===== src/rtl/sw_debounce.sv =====
// rtl/sw_debounce.sv - push-switch synchroniser and prescaled debounce FSM
// Emits a clean level plus one-cycle press/release pulses.
module sw_debounce #(
    parameter int SAMPLE_DIV = 4,
    parameter int STABLE_N   = 3
) (
    input  logic CLK,
    input  logic RST,
    input  logic SW_IN,
    output logic SW_LVL,
    output logic SW_PRESS,
    output logic SW_REL
);

    localparam int PW = (SAMPLE_DIV > 1) ? $clog2(SAMPLE_DIV) : 1;
    localparam int CW = $clog2(STABLE_N + 1);
    localparam logic [PW-1:0] PMAX = PW'(SAMPLE_DIV - 1);
    localparam logic [CW-1:0] SMAX = CW'(STABLE_N);

    typedef enum logic [1:0] {
        S_LOW    = 2'd0,
        S_CHK_HI = 2'd1,
        S_HIGH   = 2'd2,
        S_CHK_LO = 2'd3
    } state_t;

    logic          r_sync1;
    logic          r_sync2;
    logic [PW-1:0] r_pcnt;
    logic [CW-1:0] r_scnt;
    state_t        r_state;
    logic          r_lvl;
    logic          r_press;
    logic          r_rel;

    logic          w_tick;
    logic [CW-1:0] w_scnt_inc;

    assign w_tick     = (r_pcnt == PMAX);
    assign w_scnt_inc = r_scnt + CW'(1);

    assign SW_LVL   = r_lvl;
    assign SW_PRESS = r_press;
    assign SW_REL   = r_rel;

    always_ff @(posedge CLK or negedge RST) begin
        if (!RST) begin
            r_sync1 <= 1'b0;
            r_sync2 <= 1'b0;
        end else begin
            r_sync1 <= SW_IN;
            r_sync2 <= r_sync1;
        end
    end

    always_ff @(posedge CLK or negedge RST) begin
        if (!RST) begin
            r_pcnt <= '0;
        end else if (r_pcnt == PMAX) begin
            r_pcnt <= '0;
        end else begin
            r_pcnt <= r_pcnt + PW'(1);
        end
    end

    // Pulses clear every cycle; everything else moves only on a sample tick.
    always_ff @(posedge CLK or negedge RST) begin
        if (!RST) begin
            r_state <= S_LOW;
            r_scnt  <= '0;
            r_lvl   <= 1'b0;
            r_press <= 1'b0;
            r_rel   <= 1'b0;
        end else begin
            r_press <= 1'b0;
            r_rel   <= 1'b0;
            if (w_tick) begin
                case (r_state)
                    S_LOW: begin
                        if (r_sync2) begin
                            r_state <= S_CHK_HI;
                            r_scnt  <= CW'(1);
                        end
                    end
                    S_CHK_HI: begin
                        if (!r_sync2) begin
                            r_state <= S_LOW;
                            r_scnt  <= '0;
                        end else if (w_scnt_inc == SMAX) begin
                            r_state <= S_HIGH;
                            r_scnt  <= '0;
                            r_lvl   <= 1'b1;
                            r_press <= 1'b1;
                        end else begin
                            r_scnt  <= w_scnt_inc;
                        end
                    end
                    S_HIGH: begin
                        if (!r_sync2) begin
                            r_state <= S_CHK_LO;
                            r_scnt  <= CW'(1);
                        end
                    end
                    S_CHK_LO: begin
                        if (r_sync2) begin
                            r_state <= S_HIGH;
                            r_scnt  <= '0;
                        end else if (w_scnt_inc == SMAX) begin
                            r_state <= S_LOW;
                            r_scnt  <= '0;
                            r_lvl   <= 1'b0;
                            r_rel   <= 1'b1;
                        end else begin
                            r_scnt  <= w_scnt_inc;
                        end
                    end
                    default: begin
                        r_state <= S_LOW;
                        r_scnt  <= '0;
                    end
                endcase
            end
        end
    end

endmodule


===== config.mk =====
export PLATFORM = sky130hd
export DESIGN_NAME = sw_debounce
export DESIGN_NICKNAME = d
export VERILOG_FILES = /design/src/rtl/sw_debounce.sv
export SDC_FILE = /design/constraint.sdc
export NUM_CORES = 1
export LEC_CHECK = 0
export CAP_MARGIN = 15
export CORE_AREA = 2 2 39 41
export CTS_CLUSTER_DIAMETER = 150
export DETAILED_ROUTE_END_ITERATION = 10
export DIE_AREA = 0 0 41 43
export PLACE_DENSITY = 0.56
export SLEW_MARGIN = 5
export SYNTH_ARGS = -nofsm -noshare
export SYNTH_HDL_FRONTEND = slang
export SYNTH_SLANG_ARGS = --single-unit

===== constraint.sdc =====
create_clock -name CLK -period 1.3 [get_ports CLK]
set_clock_uncertainty 0.15 [all_clocks]
set_input_delay 0.13 -clock CLK [delete_from_list [all_inputs] [get_ports CLK]]
set_output_delay 0.13 -clock CLK [all_outputs]
set_load 0.05 [all_outputs]

==> results.md <==
- Status: finished, final reports clean
- GPL Wtd Cong: 0.7276
- DR WL/cell: 12.00 um
- Final hold viol count: 0
- Clock buffer depth: 2
- Total CTS buffers: 3
- Full die area: approximately 1800 um2
- Hold-fix buffers, CTS: 0
- Initial antenna violation count: 0
- Layout net count: 48
- Initial Utilization: 0.3065
- FMAX: around 800 MHz
- Crit Reg-Reg Endpoint: SW_LVL$_DFFE_PN0P_
- Via count: 277
- Critical Path AT: 1.25 ns
- Syn-to-layout area delta: 35.10%
- Drt drc: 0
- Reg2reg start: r_pcnt[0]$_DFF_PN0_
- Die width: 41 um
- Clk slew on worst S/H paths: roughly 0.070 ns
- Root Buffer: clkbuf_4
- CP required: between 1 and 1.5 ns
- Synth Instances: 33
- Core ar.: 1384 um2
- Placed Area: 529.3 um2
- Crit-path max FO: 4
- Clk sink count: 11
- Non-filler cells, final: 59
- Syn_nets: 37
- Number of fillers in the final layout: 128
- Total Neg Setup Slack: 0 ns
- Post-DP HPWL: 522.2 um
- Leakage: 0.2538 nW
- Crit Path Class: register to register
- Min Tclk post-route: 1.253 ns
- Most common cell after layout, fill and taps aside: dfrtp_1
- Seq/Total Area, Yosys: 0.6490
- Gr ovfl total: 0
- Post-layout utilization of the core: 0.4141
- I/O pins: 6
- Relative slew slack: 0.6863
- Maximum VDD drop: 0.6572 mV
- R2r worst-path depth: 4
- Synth Area per Inst: approximately 13 um2
- Synth warn: 0
- FF-to-FF setup slack: 0.05 ns
- PortBufs: 5
- Pre-antenna DRT Iters: 4
- Vias in the first global route: 301
- Setup crit start kind: register
- Largest net degree at the start of global routing: 12
- Routed WL: 708 um
- Rows: 14
- Chip height: 43 um
- Initial DRC count: 9
- Tot GR Track Use: 0.1046
- CTS tree: built
- Synth area leaders: dfrtp_1 (65%), mux2i_1 (4.7%), xor2_2 (3.8%), a21oi_1 (3.5%), ha_1 (2.9%)
- Worst Tran Pin Value: ~0.47 ns
- Synthesized cell area: 424.2 um2
- Cells after DPL: 54
- Fin area: 573.1 um2
- Power Dens Cells: 1517 nW/um2
- Global-route wire length before repair: 1.200 mm
- H-tree depth: 1
- HP Class: primary input to async pin
- Setup-failing EPs final: 0
- Fin crit share: 0.9638
- Setup ws final: 0.04700 ns
- Antenna viol nets, final: 0
- Diodes inserted: 0
- Yosys reg bits: 11
- Worst slack at placement: 0.05918 ns
- Synth unique cells: 16
- Max-cap violations: 0
- RSZ-0062 raised after global routing: false
- Layout cells sized above 1: 0.2558
- Area leader, netlist: dfrtp_1
- Post-synth top area share: 0.6490
- CP Capture Type: register
- Final Slew Violations: 0
- Vias per inst: between 4 and 5
- Worst-skew pair later-pin latency: roughly 0.26 ns
state kept, by name, indices dropped and copies added, names as in the netlist, named ones only:
name,cells
r_sync2,1
r_sync1,1
SW_PRESS,1
r_scnt,2
r_state,1
SW_REL,1
r_pcnt,2
SW_LVL,1
timing repair:
item / CTS / global route
gates resized for setup: 0 / 2
endpoints found under the setup margin: 0 / 1
setup buffers: 0 / 1
layer usage:
| metal | GRT usage | routed length (um) | vias up |
|---|---|---|---|
| li1 | - | - | 134 |
| met1 | 0.1172 | 275 | 136 |
| met2 | 0.1563 | 395 | 5 |
| met3 | 0.03665 | 20 | 2 |
| met4 | 0.07333 | 17 | 0 |
| met5 | 0 | 0 | - |
through the flow:
step | total power [W] | hold slack (ns)
after global routing | 0.0009234 | 0.06942
after floorplan | 0.0005705 | -0.3156
after global placement | 0.0006354 | 0.1899
after CTS | 0.0008824 | 0.05099
final | 0.0008694 | 0.03751
after detailed placement | 0.0006505 | 0.1933
how the worst max path moves through the flow:
stage                        start                  to  slack (ns)
2_1_floorplan  r_pcnt[0]$_DFF_PN0_  SW_LVL$_DFFE_PN0P_        0.02
3_3_place_gp   r_pcnt[0]$_DFF_PN0_  SW_LVL$_DFFE_PN0P_        0.08
3_5_place_dp   r_pcnt[0]$_DFF_PN0_  SW_LVL$_DFFE_PN0P_        0.06
4_1_cts        r_pcnt[0]$_DFF_PN0_  SW_LVL$_DFFE_PN0P_        0.04
5_1_grt        r_pcnt[0]$_DFF_PN0_  SW_LVL$_DFFE_PN0P_       0.003
6_report       r_pcnt[0]$_DFF_PN0_  SW_LVL$_DFFE_PN0P_        0.05
final cells by class:
type | instances | area [um2] | share of cell area
Sequential cell | 11 | 275.3 | 0.4803
Multi-Input combinational cell | 21 | 156.4 | 0.2729
Timing Repair Buffer | 7 | 95.09 | 0.1659
Clock buffer | 4 | 26.28 | 0.04585
Tap cell | 16 | 20.02 | 0.03493
cell usage after synthesis:
cell type and n:
mux2i_1 2, buf_2 1, nand2_1 3, nor3b_1 1, nand4_1 1, ha_1 1
xor2_2 1, and4b_1 1, o21ai_0 1, a21oi_1 3, or2_2 1, o21a_1 1
nand4b_1 1, dfrtp_1 11, nor2_1 3, a31oi_1 1
where the power goes:
part | switching [W] | total [W] | internal, W
clock network | 0.000106 | 0.000225 | 0.000119
registers | 0.0000787 | 0.000478 | 0.000399
logic | 0.0000773 | 0.000167 | 0.0000893
total | 0.000262 | 0.000869 | 0.000607
critical path, stage by stage, from the launching register on:
cell and delay [ns]:
dfrtp_1 0.41, ha_4 0.18, and4b_1 0.20, a21oi_1 0.14, a21oi_1 0.06
kinds of logic (layout without fill, tap and decap cells):
logic type	Yosys count	count (layout)	synth area share
and+or+nand+nor	11	11	0.1446
buffers and inverters	1	11	0.01179
DFF	11	11	0.6490
xor gates and xnor gates	1	1	0.03836
AOI/OAI and AO/OA	6	6	0.07964
muxes	2	2	0.04720
adders and majority gates	1	1	0.02949
No activity file was read; power rests on OpenSTA's default activity.
